`src/rtl/decode_queue_if.sv`:
```
`default_nettype none
// ============================================================================
// Module      : decode_queue_if
// Description : Fetch-side and dispatch-side handshake bundle for decode_queue.
// Revision    : 1.0
// ============================================================================
interface decode_queue_if #(
    parameter int DEPTH      = 8,
    parameter int ADDR_W     = 32,
    parameter int INSTR_ID_W = 6,
    parameter int IMM_W      = 32
);
    localparam int CNT_W = $clog2(DEPTH) + 1;

    logic                  flush_in;
    logic                  in_valid;
    logic                  in_ready;
    logic [31:0]           instr_in;
    logic [ADDR_W-1:0]     pc_in;
    logic                  out_valid;
    logic                  out_ready;
    logic [INSTR_ID_W-1:0] instr_id_out;
    logic [IMM_W-1:0]      imm_out;
    logic [4:0]            rs1_out;
    logic [4:0]            rs2_out;
    logic [4:0]            rd_out;
    logic [ADDR_W-1:0]     pc_out;
    logic                  illegal_out;
    logic [CNT_W-1:0]      count_out;

    modport slave (
        input  flush_in, in_valid, instr_in, pc_in, out_ready,
        output in_ready, out_valid, instr_id_out, imm_out, rs1_out, rs2_out,
               rd_out, pc_out, illegal_out, count_out
    );

    modport master (
        output flush_in, in_valid, instr_in, pc_in, out_ready,
        input  in_ready, out_valid, instr_id_out, imm_out, rs1_out, rs2_out,
               rd_out, pc_out, illegal_out, count_out
    );
endinterface
`default_nettype wire

```
`src/rtl/decode_queue.sv`:
```
`default_nettype none
// ============================================================================
// Module      : decode_queue
// Description : RV32I decoder feeding a DEPTH-entry in-order queue with flush.
//               Define RV32M_EN to also decode the RV32M multiply/divide ops.
// Revision    : 1.0
// ============================================================================
module decode_queue #(
    parameter int DEPTH      = 8,
    parameter int ADDR_W     = 32,
    parameter int INSTR_ID_W = 6,
    parameter int IMM_W      = 32
) (
    input  wire logic      clk_in,
    input  wire logic      rst_n_in,
    decode_queue_if.slave  bus
);
    localparam int PTR_W = $clog2(DEPTH);
    localparam int CNT_W = PTR_W + 1;

    localparam logic [6:0] OPC_LUI    = 7'h37;
    localparam logic [6:0] OPC_AUIPC  = 7'h17;
    localparam logic [6:0] OPC_JAL    = 7'h6F;
    localparam logic [6:0] OPC_JALR   = 7'h67;
    localparam logic [6:0] OPC_BRANCH = 7'h63;
    localparam logic [6:0] OPC_LOAD   = 7'h03;
    localparam logic [6:0] OPC_STORE  = 7'h23;
    localparam logic [6:0] OPC_OPIMM  = 7'h13;
    localparam logic [6:0] OPC_OP     = 7'h33;
    localparam logic [6:0] F7_BASE    = 7'h00;
    localparam logic [6:0] F7_ALT     = 7'h20;

    // Instruction ids; 0 is reserved for illegal encodings
    localparam logic [INSTR_ID_W-1:0] ID_NONE  = INSTR_ID_W'(0);
    localparam logic [INSTR_ID_W-1:0] ID_LUI   = INSTR_ID_W'(1);
    localparam logic [INSTR_ID_W-1:0] ID_AUIPC = INSTR_ID_W'(2);
    localparam logic [INSTR_ID_W-1:0] ID_JAL   = INSTR_ID_W'(3);
    localparam logic [INSTR_ID_W-1:0] ID_JALR  = INSTR_ID_W'(4);
    localparam logic [INSTR_ID_W-1:0] ID_BEQ   = INSTR_ID_W'(5);
    localparam logic [INSTR_ID_W-1:0] ID_BNE   = INSTR_ID_W'(6);
    localparam logic [INSTR_ID_W-1:0] ID_BLT   = INSTR_ID_W'(7);
    localparam logic [INSTR_ID_W-1:0] ID_BGE   = INSTR_ID_W'(8);
    localparam logic [INSTR_ID_W-1:0] ID_BLTU  = INSTR_ID_W'(9);
    localparam logic [INSTR_ID_W-1:0] ID_BGEU  = INSTR_ID_W'(10);
    localparam logic [INSTR_ID_W-1:0] ID_LB    = INSTR_ID_W'(11);
    localparam logic [INSTR_ID_W-1:0] ID_LH    = INSTR_ID_W'(12);
    localparam logic [INSTR_ID_W-1:0] ID_LW    = INSTR_ID_W'(13);
    localparam logic [INSTR_ID_W-1:0] ID_LBU   = INSTR_ID_W'(14);
    localparam logic [INSTR_ID_W-1:0] ID_LHU   = INSTR_ID_W'(15);
    localparam logic [INSTR_ID_W-1:0] ID_SB    = INSTR_ID_W'(16);
    localparam logic [INSTR_ID_W-1:0] ID_SH    = INSTR_ID_W'(17);
    localparam logic [INSTR_ID_W-1:0] ID_SW    = INSTR_ID_W'(18);
    localparam logic [INSTR_ID_W-1:0] ID_ADDI  = INSTR_ID_W'(19);
    localparam logic [INSTR_ID_W-1:0] ID_SLTI  = INSTR_ID_W'(20);
    localparam logic [INSTR_ID_W-1:0] ID_SLTIU = INSTR_ID_W'(21);
    localparam logic [INSTR_ID_W-1:0] ID_XORI  = INSTR_ID_W'(22);
    localparam logic [INSTR_ID_W-1:0] ID_ORI   = INSTR_ID_W'(23);
    localparam logic [INSTR_ID_W-1:0] ID_ANDI  = INSTR_ID_W'(24);
    localparam logic [INSTR_ID_W-1:0] ID_SLLI  = INSTR_ID_W'(25);
    localparam logic [INSTR_ID_W-1:0] ID_SRLI  = INSTR_ID_W'(26);
    localparam logic [INSTR_ID_W-1:0] ID_SRAI  = INSTR_ID_W'(27);
    localparam logic [INSTR_ID_W-1:0] ID_ADD   = INSTR_ID_W'(28);
    localparam logic [INSTR_ID_W-1:0] ID_SUB   = INSTR_ID_W'(29);
    localparam logic [INSTR_ID_W-1:0] ID_SLL   = INSTR_ID_W'(30);
    localparam logic [INSTR_ID_W-1:0] ID_SLT   = INSTR_ID_W'(31);
    localparam logic [INSTR_ID_W-1:0] ID_SLTU  = INSTR_ID_W'(32);
    localparam logic [INSTR_ID_W-1:0] ID_XOR   = INSTR_ID_W'(33);
    localparam logic [INSTR_ID_W-1:0] ID_SRL   = INSTR_ID_W'(34);
    localparam logic [INSTR_ID_W-1:0] ID_SRA   = INSTR_ID_W'(35);
    localparam logic [INSTR_ID_W-1:0] ID_OR    = INSTR_ID_W'(36);
    localparam logic [INSTR_ID_W-1:0] ID_AND   = INSTR_ID_W'(37);
`ifdef RV32M_EN
    // MUL..REMU occupy consecutive ids in funct3 order
    localparam logic [INSTR_ID_W-1:0] ID_MUL    = INSTR_ID_W'(38);
    localparam logic [6:0]            F7_MULDIV = 7'h01;
`endif

    logic [31:0] w_instr;
    logic [6:0]  w_opc;
    logic [2:0]  w_f3;
    logic [6:0]  w_f7;
    logic [31:0] w_imm_i, w_imm_s, w_imm_b, w_imm_u, w_imm_j, w_imm_sh;

    logic [INSTR_ID_W-1:0] w_id;
    logic [31:0]           w_imm;
    logic [4:0]            w_rs1, w_rs2, w_rd;
    logic                  w_ill;

    assign w_instr  = bus.instr_in;
    assign w_opc    = w_instr[6:0];
    assign w_f3     = w_instr[14:12];
    assign w_f7     = w_instr[31:25];
    assign w_imm_i  = {{20{w_instr[31]}}, w_instr[31:20]};
    assign w_imm_s  = {{20{w_instr[31]}}, w_instr[31:25], w_instr[11:7]};
    assign w_imm_b  = {{20{w_instr[31]}}, w_instr[7], w_instr[30:25], w_instr[11:8], 1'b0};
    assign w_imm_u  = {w_instr[31:12], 12'b0};
    assign w_imm_j  = {{12{w_instr[31]}}, w_instr[19:12], w_instr[20], w_instr[30:21], 1'b0};
    assign w_imm_sh = {27'b0, w_instr[24:20]};

    always_comb begin
        w_id  = ID_NONE;
        w_imm = '0;
        w_rs1 = '0;
        w_rs2 = '0;
        w_rd  = '0;
        w_ill = 1'b0;
        case (w_opc)
            OPC_LUI:   begin w_id = ID_LUI;   w_imm = w_imm_u; w_rd = w_instr[11:7]; end
            OPC_AUIPC: begin w_id = ID_AUIPC; w_imm = w_imm_u; w_rd = w_instr[11:7]; end
            OPC_JAL:   begin w_id = ID_JAL;   w_imm = w_imm_j; w_rd = w_instr[11:7]; end
            OPC_JALR: begin
                w_id = ID_JALR; w_imm = w_imm_i; w_rs1 = w_instr[19:15]; w_rd = w_instr[11:7];
                w_ill = (w_f3 != 3'd0);
            end
            OPC_BRANCH: begin
                w_imm = w_imm_b; w_rs1 = w_instr[19:15]; w_rs2 = w_instr[24:20];
                case (w_f3)
                    3'd0: w_id = ID_BEQ;
                    3'd1: w_id = ID_BNE;
                    3'd4: w_id = ID_BLT;
                    3'd5: w_id = ID_BGE;
                    3'd6: w_id = ID_BLTU;
                    3'd7: w_id = ID_BGEU;
                    default: w_ill = 1'b1;
                endcase
            end
            OPC_LOAD: begin
                w_imm = w_imm_i; w_rs1 = w_instr[19:15]; w_rd = w_instr[11:7];
                case (w_f3)
                    3'd0: w_id = ID_LB;
                    3'd1: w_id = ID_LH;
                    3'd2: w_id = ID_LW;
                    3'd4: w_id = ID_LBU;
                    3'd5: w_id = ID_LHU;
                    default: w_ill = 1'b1;
                endcase
            end
            OPC_STORE: begin
                w_imm = w_imm_s; w_rs1 = w_instr[19:15]; w_rs2 = w_instr[24:20];
                case (w_f3)
                    3'd0: w_id = ID_SB;
                    3'd1: w_id = ID_SH;
                    3'd2: w_id = ID_SW;
                    default: w_ill = 1'b1;
                endcase
            end
            OPC_OPIMM: begin
                w_imm = w_imm_i; w_rs1 = w_instr[19:15]; w_rd = w_instr[11:7];
                case (w_f3)
                    3'd0: w_id = ID_ADDI;
                    3'd2: w_id = ID_SLTI;
                    3'd3: w_id = ID_SLTIU;
                    3'd4: w_id = ID_XORI;
                    3'd6: w_id = ID_ORI;
                    3'd7: w_id = ID_ANDI;
                    3'd1: begin
                        w_imm = w_imm_sh; w_id = ID_SLLI;
                        w_ill = (w_f7 != F7_BASE);
                    end
                    default: begin
                        w_imm = w_imm_sh;
                        if (w_f7 == F7_BASE)     w_id  = ID_SRLI;
                        else if (w_f7 == F7_ALT) w_id  = ID_SRAI;
                        else                     w_ill = 1'b1;
                    end
                endcase
            end
            OPC_OP: begin
                w_rs1 = w_instr[19:15]; w_rs2 = w_instr[24:20]; w_rd = w_instr[11:7];
                if (w_f7 == F7_BASE) begin
                    case (w_f3)
                        3'd0: w_id = ID_ADD;
                        3'd1: w_id = ID_SLL;
                        3'd2: w_id = ID_SLT;
                        3'd3: w_id = ID_SLTU;
                        3'd4: w_id = ID_XOR;
                        3'd5: w_id = ID_SRL;
                        3'd6: w_id = ID_OR;
                        default: w_id = ID_AND;
                    endcase
                end else if (w_f7 == F7_ALT) begin
                    if (w_f3 == 3'd0)      w_id  = ID_SUB;
                    else if (w_f3 == 3'd5) w_id  = ID_SRA;
                    else                   w_ill = 1'b1;
                end
`ifdef RV32M_EN
                else if (w_f7 == F7_MULDIV) begin
                    w_id = ID_MUL + INSTR_ID_W'(w_f3);
                end
`endif
                else begin
                    w_ill = 1'b1;
                end
            end
            default: w_ill = 1'b1;
        endcase
        // Illegal entries carry only their pc and the flag
        if (w_ill) begin
            w_id  = ID_NONE;
            w_imm = '0;
            w_rs1 = '0;
            w_rs2 = '0;
            w_rd  = '0;
        end
    end

    logic [PTR_W-1:0]      r_head, r_tail;
    logic [CNT_W-1:0]      r_count;
    logic [INSTR_ID_W-1:0] r_id_mem  [DEPTH];
    logic [IMM_W-1:0]      r_imm_mem [DEPTH];
    logic [4:0]            r_rs1_mem [DEPTH];
    logic [4:0]            r_rs2_mem [DEPTH];
    logic [4:0]            r_rd_mem  [DEPTH];
    logic [ADDR_W-1:0]     r_pc_mem  [DEPTH];
    logic                  r_ill_mem [DEPTH];

    logic w_in_ready, w_out_valid, w_push, w_pop;

    assign w_in_ready  = (r_count < CNT_W'(DEPTH));
    assign w_out_valid = (r_count != '0);
    assign w_push      = bus.in_valid && w_in_ready;
    assign w_pop       = w_out_valid && bus.out_ready;

    always_ff @(posedge clk_in or negedge rst_n_in) begin
        if (!rst_n_in) begin
            r_head  <= '0;
            r_tail  <= '0;
            r_count <= '0;
        end else if (bus.flush_in) begin
            r_head  <= '0;
            r_tail  <= '0;
            r_count <= '0;
        end else begin
            if (w_push) r_tail <= r_tail + PTR_W'(1);
            if (w_pop)  r_head <= r_head + PTR_W'(1);
            r_count <= r_count + CNT_W'(w_push) - CNT_W'(w_pop);
        end
    end

    // Storage needs no reset: outputs are masked whenever the queue is empty
    always_ff @(posedge clk_in) begin
        if (w_push && !bus.flush_in) begin
            r_id_mem[r_tail]  <= w_id;
            r_imm_mem[r_tail] <= IMM_W'(w_imm);
            r_rs1_mem[r_tail] <= w_rs1;
            r_rs2_mem[r_tail] <= w_rs2;
            r_rd_mem[r_tail]  <= w_rd;
            r_pc_mem[r_tail]  <= bus.pc_in;
            r_ill_mem[r_tail] <= w_ill;
        end
    end

    always_comb begin
        bus.instr_id_out = '0;
        bus.imm_out      = '0;
        bus.rs1_out      = '0;
        bus.rs2_out      = '0;
        bus.rd_out       = '0;
        bus.pc_out       = '0;
        bus.illegal_out  = 1'b0;
        if (w_out_valid) begin
            bus.instr_id_out = r_id_mem[r_head];
            bus.imm_out      = r_imm_mem[r_head];
            bus.rs1_out      = r_rs1_mem[r_head];
            bus.rs2_out      = r_rs2_mem[r_head];
            bus.rd_out       = r_rd_mem[r_head];
            bus.pc_out       = r_pc_mem[r_head];
            bus.illegal_out  = r_ill_mem[r_head];
        end
    end

    assign bus.in_ready  = w_in_ready;
    assign bus.out_valid = w_out_valid;
    assign bus.count_out = r_count;
endmodule
`default_nettype wire

```
`src/flat_wrapper.sv`:
```
// flat-port wrapper written by rule: the top's interface ports become plain ports
module decode_queue_flat 
#(
    parameter int DEPTH      = 8,
    parameter int ADDR_W     = 32,
    parameter int INSTR_ID_W = 6,
    parameter int IMM_W      = 32
)
  (clk_in, rst_n_in, bus_flush_in, bus_in_valid, bus_instr_in, bus_pc_in, bus_out_ready, bus_in_ready, bus_out_valid, bus_instr_id_out, bus_imm_out, bus_rs1_out, bus_rs2_out, bus_rd_out, bus_pc_out, bus_illegal_out, bus_count_out);
  decode_queue_if #(.DEPTH(DEPTH), .ADDR_W(ADDR_W), .INSTR_ID_W(INSTR_ID_W), .IMM_W(IMM_W)) bus_i ();
  input  wire logic clk_in;
  input  wire logic rst_n_in;
  input wire logic [$bits(bus_i.flush_in)-1:0] bus_flush_in;
  input wire logic [$bits(bus_i.in_valid)-1:0] bus_in_valid;
  input wire logic [$bits(bus_i.instr_in)-1:0] bus_instr_in;
  input wire logic [$bits(bus_i.pc_in)-1:0] bus_pc_in;
  input wire logic [$bits(bus_i.out_ready)-1:0] bus_out_ready;
  output wire logic [$bits(bus_i.in_ready)-1:0] bus_in_ready;
  output wire logic [$bits(bus_i.out_valid)-1:0] bus_out_valid;
  output wire logic [$bits(bus_i.instr_id_out)-1:0] bus_instr_id_out;
  output wire logic [$bits(bus_i.imm_out)-1:0] bus_imm_out;
  output wire logic [$bits(bus_i.rs1_out)-1:0] bus_rs1_out;
  output wire logic [$bits(bus_i.rs2_out)-1:0] bus_rs2_out;
  output wire logic [$bits(bus_i.rd_out)-1:0] bus_rd_out;
  output wire logic [$bits(bus_i.pc_out)-1:0] bus_pc_out;
  output wire logic [$bits(bus_i.illegal_out)-1:0] bus_illegal_out;
  output wire logic [$bits(bus_i.count_out)-1:0] bus_count_out;
  assign bus_i.flush_in = bus_flush_in;
  assign bus_i.in_valid = bus_in_valid;
  assign bus_i.instr_in = bus_instr_in;
  assign bus_i.pc_in = bus_pc_in;
  assign bus_i.out_ready = bus_out_ready;
  assign bus_in_ready = bus_i.in_ready;
  assign bus_out_valid = bus_i.out_valid;
  assign bus_instr_id_out = bus_i.instr_id_out;
  assign bus_imm_out = bus_i.imm_out;
  assign bus_rs1_out = bus_i.rs1_out;
  assign bus_rs2_out = bus_i.rs2_out;
  assign bus_rd_out = bus_i.rd_out;
  assign bus_pc_out = bus_i.pc_out;
  assign bus_illegal_out = bus_i.illegal_out;
  assign bus_count_out = bus_i.count_out;
  decode_queue #(.DEPTH(DEPTH), .ADDR_W(ADDR_W), .INSTR_ID_W(INSTR_ID_W), .IMM_W(IMM_W)) u_core (.clk_in(clk_in), .rst_n_in(rst_n_in), .bus(bus_i));
endmodule
```
`config.mk`:
```
export PLATFORM = sky130hd
export DESIGN_NAME = decode_queue_flat
export DESIGN_NICKNAME = d
export VERILOG_FILES = /design/src/rtl/decode_queue_if.sv /design/src/rtl/decode_queue.sv /design/src/flat_wrapper.sv
export SDC_FILE = /design/constraint.sdc
export NUM_CORES = 1
export LEC_CHECK = 0
export CORE_AREA = 2 2 212 214
export CTS_CLUSTER_SIZE = 8
export DETAILED_ROUTE_END_ITERATION = 16
export DIE_AREA = 0 0 214 216
export MAX_ROUTING_LAYER = met4
export PLACE_DENSITY = 0.84
export SLEW_MARGIN = 30
export SYNTH_ARGS = -nofsm -noshare
export SYNTH_HDL_FRONTEND = slang
export SYNTH_SLANG_ARGS = --single-unit
```
`constraint.sdc`:
```
create_clock -name clk_in -period 13.9 [get_ports clk_in]
set_input_delay 1.39 -clock clk_in [delete_from_list [all_inputs] [get_ports clk_in]]
set_output_delay 1.39 -clock clk_in [all_outputs]
set_load 0.03 [all_outputs]
```
**Word level (Yosys, flattened, before mapping)**

Memories as Yosys holds them, arrays and structs flattened.
Cells that the tools add are included.

- Bits in writable memories: 688
- Input port bits: 69
- Flip-flop bits (word level): 10
- Memories kept: 7

- Mux-type cells: 47
- Reduce and logical (&&, ||, !) cells: 21
- Add/sub/neg operators: 4
- Equal/unequal tests: 17
- Order comparisons: 1

Memories:

| name | words | bits a word | read ports | clocked after Yosys merged registers in | wr ports | RTL line | RTL |
|---|---|---|---|---|---|---|---|
| u_core.r_imm_mem | 8 | 32 | 1 | 0 | 1 | decode_queue.sv:210 | `logic [IMM_W-1:0] r_imm_mem [DEPTH];` |
| u_core.r_pc_mem | 8 | 32 | 1 | 0 | 1 | decode_queue.sv:214 | `logic [ADDR_W-1:0] r_pc_mem [DEPTH];` |
| u_core.r_id_mem | 8 | 6 | 1 | 0 | 1 | decode_queue.sv:209 | `logic [INSTR_ID_W-1:0] r_id_mem [DEPTH];` |
| u_core.r_rd_mem | 8 | 5 | 1 | 0 | 1 | decode_queue.sv:213 | `logic [4:0] r_rd_mem [DEPTH];` |
| u_core.r_rs1_mem | 8 | 5 | 1 | 0 | 1 | decode_queue.sv:211 | `logic [4:0] r_rs1_mem [DEPTH];` |
| u_core.r_rs2_mem | 8 | 5 | 1 | 0 | 1 | decode_queue.sv:212 | `logic [4:0] r_rs2_mem [DEPTH];` |
| +1 memories | n/a | n/a | n/a | n/a | n/a | n/a |  |

Operator list:

| kind | count |
|---|---|
| case mux 32 bit (6 select lines) | 1 |
| 2-to-1 mux 32 bit | 4 |
| case mux 6 bit (7 select lines) | 2 |
| case mux 6 bit (9 select lines) | 1 |
| 2-to-1 mux 5 bit | 10 |
| 2-to-1 mux 6 bit | 7 |
| == test 7 x 6 -> 1 bit (second input constant) | 4 |
| case mux 4 bit (6 select lines) | 1 |
| == test 7 bit (second input constant) | 3 |
| case mux 4 bit (5 select lines) | 1 |
| OR reduction 6 bit | 3 |
| case mux 5 bit (3 select lines) | 1 |
| == test 7 x 5 -> 1 bit (second input constant) | 2 |
| == test 3 bit (second input constant) | 4 |
| 2-to-1 mux 1 bit | 12 |
| 2-to-1 mux 3 bit | 4 |
| OR reduction 3 bit | 3 |
| == test 7 x 2 -> 1 bit (second input constant) | 1 |
| logical NOT 7 bit | 1 |
| case mux 1 bit (7 select lines) | 1 |
| nonzero test 7 bit | 1 |
| OR reduction 7 bit | 1 |
| adder 3 x 1 -> 3 bit (second input constant) | 2 |
| == test 3 x 2 -> 1 bit (second input constant) | 2 |
| other kinds (14) | 18 |

**Longest topological paths before layout**

Gate-level depths: netlist (run 1).

- Depth in word-level cells: 7
- Mapped depth: 11

**Worst setup path before layout (run 1)**

Ideal clock, no wire load.

- Path kind: input -> register
- Start point: input port bus_in_valid
- End point: memory u_core.r_id_mem[0][0], enable pin
- Library setup time: 0.636 ns
- Stages: 4
- Setup slack: 5.201 ns
- Data arrival time: 8.064 ns
- Data required time: 13.264 ns
- Cells stage by stage: nor2b_1 clkbuf_1 or3b_2 nor3_1

- Longest elaborated chain between the ends: 4

Ends and longest elaborated chain:

| item | RTL line | RTL |
|---|---|---|
| from (decl) | flat_wrapper.sv:14 | `input wire logic [$bits(bus_i.in_valid)-1:0] bus_in_valid;` |
| logical AND 1 bit | decode_queue.sv:221 | `assign w_push = bus.in_valid && w_in_ready;` |
| logical AND 1 bit | decode_queue.sv:242 | `if (w_push && !bus.flush_in) begin` |
| 2-to-1 mux 1 bit | decode_queue.sv:242 |  |
| 2-to-1 mux 1 bit (implied by the code) | decode_queue.sv:243 | `r_id_mem[r_tail] <= w_id;` |
| to (decl) | decode_queue.sv:209 |  |

Every way passes these cells.

**Worst setup path in the final report (run 1)**

- Start point: register u_core.r_head[1]
- End point: output port bus_rs1_out[3]

- Longest elaborated chain between the ends: 2

Ends and longest elaborated chain:

| item | RTL line | RTL |
|---|---|---|
| from (decl) | decode_queue.sv:207 | `logic [PTR_W-1:0] r_head, r_tail;` |
| from (signal assigned) | decode_queue.sv:235 | `if (w_pop) r_head <= r_head + PTR_W'(1);` |
| memory (8 x 5 bit) | n/a |  |
| 2-to-1 mux 5 bit | decode_queue.sv:261 | `if (w_out_valid) begin` |
| to (decl) | flat_wrapper.sv:22 | `output wire logic [$bits(bus_i.rs1_out)-1:0] bus_rs1_out;` |

Every way passes these cells.

==> flow_summary.ini, run 1 <==
[final_layout]
area_growth_syn_to_layout_pct = 17.9
fin_util = 0.752
drive_above_1_share = 0.203
nNetsFinal = 1671

[clock_tree]
cts_buffer_depth = 3
cts_buffers = 97
cts_tree = yes
cts.sinks = 698
cts_resized = 0
postCtsSetupRepairBufs = 0
h-tree-depth = 3
clock-root-buffer = clkbuf_16
clkLatencyLatePin_ns = 0.60
cts.clk_slew.worst_paths_ns = 0.05
ctsHoldBuffers = 0

[synth]
syn_area_mm2 = 0.0279
ys_ff_latch = 698
synth-edff-count = 688
synth_cell_types = 58
synth_cells = 1391
ys_seq_area_frac = 0.749
synthArstFlopShare = 0.0143
synthFlopType = edfxtp_1
yosys_warnings = 0
syn_nets = 1468
syn_avg_cell_area_um2 = 20.1

[outcome]
status = completed

[global_routing]
grt_util_met1 = 0.377
busiest_layer = met2
grt_pass1_wl_um = 93100
gr-usage-met2 = 0.443
gr-total-overflow = 0
grt_max_degree = 74
met3_usage = 0.0612
grt_usage = 0.282
grt_pass1_vias = 15047
antenna_found_initial = 3

[floorplan]
rows = 77
die_w_um = 214
dieArea_mm2 = 0.0462
start_util = 0.637
core_mm2 = 0.0438
dieHeight_um = 216
io_pins = 161

[route]
post_drt_wl_per_cell_um = 28.2
viasPerCell = 6.55
final_antenna_net_count = 0
wl_um = 62100
vias = 14429
drc = 0
dr.first_iter.drc_count = 1834
drt_first_pass_iters = 6

[timing]
setup_viol = 0
clock_skew_ns = 0.0166
final_hold_viol_count = 0
finalMaxSlewViolations = 0
min_period_ns = 5.39
fmax_mhz = 185
fin_setup_tns_ns = 0
worst_slew_pin_slew_ns = 0.997
min_period_over_period = 0.388
rsz0062_at_grt = no
slew_headroom = 0.335

[placed_design]
place.port_buffers = 160
gp_congestion = 0.923
place.detailed.hpwl_um = 32800

[critical_path]
arrival_ns = 4.00
critPathMaxFanout = 60
crit_required_ns = 12.51
start_kind = register
critPathCaptureType = output pin
critical_path_class = reg -> out

[power]
vdd_ir_drop_max_mv = 0.193
power_density_mw_per_mm2 = 189
power_leakage_nw = 10.1

[hold_path]
hold_path_class = reg -> reg

[job]
cap_violations = 0
==> state kept, by name, summed over array words and instances, names as in the netlist <==
name / cells
u_core.bus.count_out: 4
u_core.r_id_mem: 48
u_core.r_rd_mem: 40
u_core.r_rs2_mem: 40
u_core.r_head: 3
u_core.r_ill_mem: 8
u_core.r_tail: 3
u_core.r_imm_mem: 256
u_core.r_rs1_mem: 40
u_core.r_pc_mem: 256
==> placed cells by master, fill, tap and decap left out, drive strengths merged, types with 4 or more instances in the layout <==
master           n
xnor2            6
ha               7
mux4           172
nor2           131
or3              4
nor2b            6
a211oi           4
a21o             6
edfxtp         688
clkbuf         110
nand2           40
buf             26
mux2i           88
o21ai            9
a22oi            5
clkdlybuf4s50  160
and2             5
o2111a           5
a21oi           34
inv             14
dfrtp           10
nand2b           7
nand3           12
nor3             7
==> layout make-up <==
type | instances | area (µm²)
sequential | 698 | 20900
fill | 2344 | 10900
tap | 592 | 741
multi-input combinational | 599 | 6690
clock buffer | 110 | 2560
timing repair buffer | 186 | 1930
antenna | 3 | 7.51
clock inverter | 4 | 51.3
inverter | 12 | 45.0
==> metrics by stage <==
stage | instances | area (µm²) | setup slack, ns | hold WS, ns | power (mW)
2_1_floorplan | 1391 | 27900 | 5.20 | 0.550 | 3.59
3_3_place_gp | 2081 | 30100 | 8.71 | 0.577 | 4.17
3_5_place_dp | 2086 | 30300 | 8.98 | 0.624 | 4.21
4_1_cts | 2200 | 32900 | 8.28 | 0.618 | 6.29
5_1_grt | 2204 | 32900 | 8.41 | 0.650 | 6.46
6_report | 2204 | 32900 | 8.51 | 0.619 | 6.24
==> power breakdown <==
part	total (mW)	internal (mW)	leakage, nW	switching (mW)
registers	2.43	2.38	6.30	0.0573
clock network	2.07	1.29	1.28	0.783
logic	1.73	0.767	2.56	0.966
total	6.24	4.43	10.1	1.81
==> final timing paths <==
check	from	endpoint	slack, ns	cells past startpoint
max in group asynchronous	rst_n_in	u_core.r_head[2]	12.35	1
min in group asynchronous	rst_n_in	u_core.r_head[1]	1.14	1
hold / removal	u_core.r_tail[0]	u_core.r_tail[0]	0.62	2
hold reg to reg	u_core.r_tail[0]	u_core.r_tail[0]	0.62	2
setup / recovery	u_core.r_head[1]	bus_rs1_out[3]	8.51	5
setup reg to reg	u_core.bus.count_out[3]	u_core.r_pc_mem[0][30]	10.45	5
==> cells in the mapped netlist, types with 7 or more instances <==
cell type / n / share of area
edfxtp_1: 688 / 0.74
nor3_1: 7 / 0.0013
inv_1: 12 / 0.0016
nor2_1: 131 / 0.018
buf_2: 26 / 0.0047
nand2b_1: 7 / 0.0016
ha_1: 7 / 0.0031
buf_1: 15 / 0.0020
mux2i_1: 88 / 0.032
clkbuf_1: 38 / 0.0051
o21ai_0: 9 / 0.0016
a21oi_1: 34 / 0.0061
dfrtp_1: 10 / 0.0090
nand3_1: 12 / 0.0022
mux4_2: 172 / 0.14
nand2_1: 40 / 0.0054
==> critical path: stages (launching register included) <==
cell and delay (ns):
dfrtp_4 0.97, buf_4 0.82, mux4_2 0.41, mux2i_1 0.10, nor2_1 0.29, clkdlybuf4s50_1 0.73
==> logic make-up (layout without fill, tap and decap cells) <==
| family | count (synthesis) | in the layout | synth area share |
|---|---|---|---|
| AOI/OAI and AO/OA | 87 | 87 | 0.0217 |
| xor gates and xnor gates | 9 | 9 | 0.00282 |
| adders and majority gates | 8 | 8 | 0.00385 |
| buffers and inverters | 94 | 312 | 0.0146 |
| DFF | 698 | 698 | 0.749 |
| muxes | 260 | 260 | 0.170 |
| other | 0 | 3 | 0 |
| and+or+nand+nor | 235 | 235 | 0.0383 |
==> routing by layer <==
metal,up-vias,share of wire
li1,6026,-
met1,7492,0.39
met2,792,0.50
met3,119,0.086
met4,0,0.027
met5,-,0
(Power assumes the default switching activity.)
==> inputs of run 2 (changes only) <==
- CORE_AREA: 2 2 212 214 -> 2 2 231 233
- DIE_AREA: 0 0 214 216 -> 0 0 233 235
- PLACE_DENSITY: 0.84 -> 0.76
- clock period: 13.9 -> 4.9 ns (I/O delays scaled with it)
==> run 2 against run 1 <==
Compared with the run above:
- sequential power grew to 2.8 times the previous value
- combinational power grew to 2.9 times the previous value
- critical path depth is the same
- non-clock buffer count grew 11
- core utilization shrank 12 points
- final cell count grew 5.1%
- via count shrank 2.0%
- routed wire length shrank 1.3%
- worst hold slack lost 0.39 ns
- die area grew 18%
- first-iteration DRC count shrank 26%
- critical path type unchanged
- register-to-register slack lost 8.5 ns
- largest power group unchanged
==> flow_summary.ini, run 2 (synthesized netlist as in run 1, its figures left out) <==
[outcome]
status = completed

[final_layout]
layout_common_cells = edfxtp_1 (688), mux4_2 (172), clkdlybuf4s50_1 (160)
fillers = 3543
nNetsFinal = 1682
fin_cells = 2317
final_area_mm2 = 0.0332
final_common_cell = edfxtp_1
area_growth_syn_to_layout_pct = 18.8
top_regs = u_core.r_imm_mem (256), u_core.r_pc_mem (256), u_core.r_id_mem (48)
seq_area_mm2 = 0.0209
drive_above_1_share = 0.207
multiInputGateArea_mm2 = 0.00669

[floorplan]
core_mm2 = 0.0522
die_w_um = 233
rows = 84
dieArea_mm2 = 0.0548
io_pins = 161
dieHeight_um = 235
start_util = 0.535

[hold_path]
hold_path_class = in -> async

[global_routing]
grt_usage = 0.235
grt_pass1_wl_um = 91800
grt_pass1_vias = 14582
gr-total-overflow = 0
grt_max_degree = 69
antenna_found_initial = 1

[route]
drt_first_pass_iters = 5
vias = 14136
viasPerCell = 6.10
dr.first_iter.drc_count = 1353
wl_um = 61300
final_antenna_net_count = 0
post_drt_wl_per_cell_um = 26.5
drc = 0

[clock_tree]
cts_buffers = 97
cts.clk_slew.worst_paths_ns = 0.05
postCtsSetupRepairBufs = 0
ctsHoldBuffers = 0
cts.sinks = 698
cts_tree = yes
cts_buffer_depth = 3
cts_resized = 0
h-tree-depth = 3
clkLatencyLatePin_ns = 0.62
clock-root-buffer = clkbuf_16

[critical_path]
start_kind = register
critical_path.cell_chain = buf_4, mux4_2, mux2i_1, nor2_1, clkdlybuf4s50_1
rrSetupSlack_ns = 1.99
arrival_ns = 3.48
critPathMaxFanout = 34
crit_required_ns = 4.41
cp_slowest_cell = dfrtp_4
cp_slowest_stage_delay_ns = 0.92
critPathBufInv = 2
cp_top_family = buffers and inverters
critical_path_class = reg -> out
critPathCaptureType = output pin

[timing]
fin_setup_tns_ns = 0
timing.final.ws_setup_ns = 0.934
worst_slew_pin_slew_ns = 0.979
final_hold_viol_count = 0
finalMaxSlewViolations = 0
setup_viol = 0
rsz0062_at_grt = no
fmax_mhz = 252
min_period_over_period = 0.809
clock_skew_ns = 0.0149
slew_headroom = 0.347
min_period_ns = 3.97

[power]
power_leakage_nw = 10.2
vdd_ir_drop_max_mv = 0.368
power_density_mw_per_mm2 = 532

[placed_design]
place.detailed.hpwl_um = 33900
dp_cells = 2194
preCtsSetupSlack_ns = 1.18
place.port_buffers = 160
gp_congestion = 0.897
post_dp_cell_area_mm2 = 0.0306

[job]
cap_violations = 0
-- run 2: cell type report --
type,instances,share of cell area
Timing Repair Buffer,197,0.0627
Antenna cell,1,0.0000754
Tap cell,688,0.0259
Clock inverter,7,0.00264
Sequential cell,698,0.631
Multi-Input combinational cell,599,0.202
Clock buffer,115,0.0752
Inverter,12,0.00136
-- run 2: through the flow --
step,hold slack [ns],util,power [mW]
after floorplan,0.194,-,10.2
after global placement,0.578,0.586,12.0
after detailed placement,0.597,0.586,12.1
after CTS,0.205,0.635,17.9
after global routing,0.247,0.635,18.4
final,0.234,0.635,17.7
-- run 2: power breakdown --
part	internal (mW)	total (mW)	switching, mW
registers	6.74	6.92	0.184
logic	2.23	4.96	2.73
clock network	3.52	5.78	2.26
total	12.5	17.7	5.18
-- run 2: worst paths after layout --
check | from | endpoint | depth (start not counted)
max | u_core.r_head[0] | bus_imm_out[2] | 5
min | rst_n_in | u_core.r_tail[1] | 1
max reg2reg | u_core.bus.count_out[3] | u_core.r_imm_mem[2][24] | 4
min reg2reg | u_core.r_tail[0] | u_core.r_tail[0] | 2
max in group asynchronous | rst_n_in | u_core.r_head[1] | 1
min in group clk_in | bus_pc_in[29] | u_core.r_pc_mem[6][29] | 1
-- run 2: routing by layer --
metal / global-route usage / up-vias / part of all wire
met1: 0.326 / 7351 / 0.41
met3: 0.0539 / 114 / 0.079
met5: - / - / 0
li1: - / 6073 / -
met4: 0.0741 / 0 / 0.025
met2: 0.353 / 598 / 0.48
-- run 2: worst register-to-register path, stage by stage, from the launching register on --
cell	delay (ns)
dfrtp_1	0.39
nor2b_1	0.49
or3b_2	0.63
nor2_4	0.69
buf_12	0.36
==> inputs of run 3 (changes only) <==
- clock period: 4.9 -> 3.2 ns (I/O delays scaled with it)
==> run 3 against run 2 <==
Compared with the run above:
- count of clock-buffer cells in the layout down 7
- worst setup slack got worse by 0.82 ns
- clock skew up 0.0069 ns
- sequential power rose by 52%
- clock power increased by 55%
- largest power group unchanged
==> flow_summary.ini, run 3 (synthesized netlist as in run 1, its figures left out) <==
[power]
switching_share = 0.297
p_comb_frac = 0.286
power_density_mw_per_mm2 = 802
power_leakage_nw = 11.0
p_sw_mw = 8.07
seq_power_share = 0.384
p_int_mw = 19.1
clkPwrFrac = 0.329
vdd_ir_drop_max_mv = 0.586

[critical_path]
cp_top_family = buffers and inverters
critical_path_class = reg -> out
critPathMaxFanout = 26
critical_path.cell_chain = buf_4, buf_4, mux4_2, mux2i_1, nor2_1, buf_4
start_kind = register
critPathCaptureType = output pin
cp_slowest_stage_delay_ns = 0.61
arrival_ns = 2.77
cp_slowest_cell = dfrtp_4
crit_required_ns = 2.88
critPathBufInv = 3
critPathMostFrequentCell = buf_4

[timing]
min_period_over_period = 0.965
fmax_mhz = 324
whs_ns = 0.424
slew_headroom = 0.374
rsz0062_at_grt = no
final_hold_viol_count = 0
worst_slew_pin_slew_ns = 0.936
setup_viol = 0
finalMaxSlewViolations = 0
clock_skew_ns = 0.0218
min_period_ns = 3.09
timing.final.ws_setup_ns = 0.113

[clock_tree]
cts_buffers = 97
cts.clk_slew.worst_paths_ns = 0.05
clock-root-buffer = clkbuf_16
cts.sinks = 698
clkLatencyLatePin_ns = 0.64
cts_tree = yes
h-tree-depth = 3
cts_buffer_depth = 3

[final_layout]
fin_cells = 2387
final_common_cell = edfxtp_1
drive_above_1_share = 0.271
layout_common_cells = edfxtp_1 (688), mux4_2 (172), nor2_1 (125)
final_area_mm2 = 0.0339
fillers = 3410
top_regs = u_core.r_imm_mem (256), u_core.r_pc_mem (256), u_core.r_id_mem (48)
area_growth_syn_to_layout_pct = 21.4
fin_util = 0.649
nNetsFinal = 1755

[floorplan]
start_util = 0.535
die_w_um = 233
rows = 84
core_mm2 = 0.0522
dieArea_mm2 = 0.0548
dieHeight_um = 235
io_pins = 161

[placed_design]
post_dp_cell_area_mm2 = 0.0311
preCtsSetupSlack_ns = 0.00661
dp_cells = 2260
place.port_buffers = 160
place.detailed.hpwl_um = 35900
gp_congestion = 0.879

[global_routing]
grt_pass1_vias = 14993
grt_usage = 0.237
gr-total-overflow = 0
grt_max_degree = 66
grt_pass1_wl_um = 92800
antenna_found_initial = 4

[route]
viasPerCell = 6.16
post_drt_wl_per_cell_um = 26.1
wl_um = 62300
drt_first_pass_iters = 5
dr.first_iter.drc_count = 1273
drc = 0
final_antenna_net_count = 0
vias = 14704

[hold_path]
hold_path_class = in -> reg

[outcome]
status = completed

[job]
cap_violations = 0
-- run 3: power by group through the flow --
stage	registers [mW]	logic [mW]	clock network [mW]
after floorplan	10.6	4.99	0
after global placement	10.7	7.69	0
after detailed placement	10.7	7.76	0
after CTS	10.4	7.89	9.12
after global routing	10.5	8.30	9.46
final	10.5	7.79	8.96
-- run 3: layout make-up --
| class | count | area [µm²] | area share |
|---|---|---|---|
| diodes | 4 | 10.0 | 0.000295 |
| clock buffers | 108 | 2490 | 0.0734 |
| clock inverters | 8 | 139 | 0.00410 |
| inverters | 12 | 45.0 | 0.00133 |
| multi-input cells | 599 | 6710 | 0.198 |
| flip-flops and latches | 698 | 20900 | 0.617 |
| well taps | 688 | 861 | 0.0254 |
| repair buffers | 270 | 2730 | 0.0804 |
-- run 3: metal layers --
| layer | up-vias | routed length (µm) | track usage | share of wire |
|---|---|---|---|---|
| li1 | 6215 | - | - | - |
| met4 | 0 | 1730 | 0.0784 | 0.028 |
| met2 | 694 | 29900 | 0.355 | 0.48 |
| met5 | - | 0 | - | 0 |
| met1 | 7667 | 25700 | 0.326 | 0.41 |
| met3 | 128 | 4930 | 0.0552 | 0.079 |
-- run 3: final timing paths --
kind | start | end | slack, ns | cells after the start
setup / recovery | u_core.r_head[1] | bus_imm_out[30] | 0.11 | 6
max in group asynchronous | rst_n_in | u_core.r_head[2] | 2.28 | 2
setup reg to reg | u_core.bus.count_out[2] | u_core.bus.count_out[1] | 0.66 | 9
hold reg to reg | u_core.r_tail[0] | u_core.r_tail[0] | 0.62 | 2
min in group asynchronous | rst_n_in | u_core.r_head[0] | 0.56 | 2
hold / removal | bus_pc_in[7] | u_core.r_pc_mem[1][7] | 0.42 | 1
-- run 3: what timing repair did --
action / 4_1_cts / 5_1_grt
endpoints found under the setup margin: 74 / 32
cloned: 0 / 1
hold buffers: 1 / 0
endpoints found under the hold margin: 10 / 0
resized for setup: 18 / 33
buffers inserted: 5 / 0
-- run 3: per-stage QoR --
step / setup TNS (ns) / power, mW
2_1_floorplan: -343.27 / 15.6
3_3_place_gp: 0 / 18.3
3_5_place_dp: 0 / 18.4
4_1_cts: 0 / 27.5
5_1_grt: 0 / 28.2
6_report: 0 / 27.2
-- run 3: worst register-to-register path: stages, from the launching register on --
cell and delay (ns):
dfrtp_1 0.35, inv_1 0.07, ha_1 0.18, nor3b_2 0.18
nor2b_1 0.44, ha_1 0.34, inv_1 0.07, ha_1 0.20
fa_1 0.45, nor2b_1 0.15
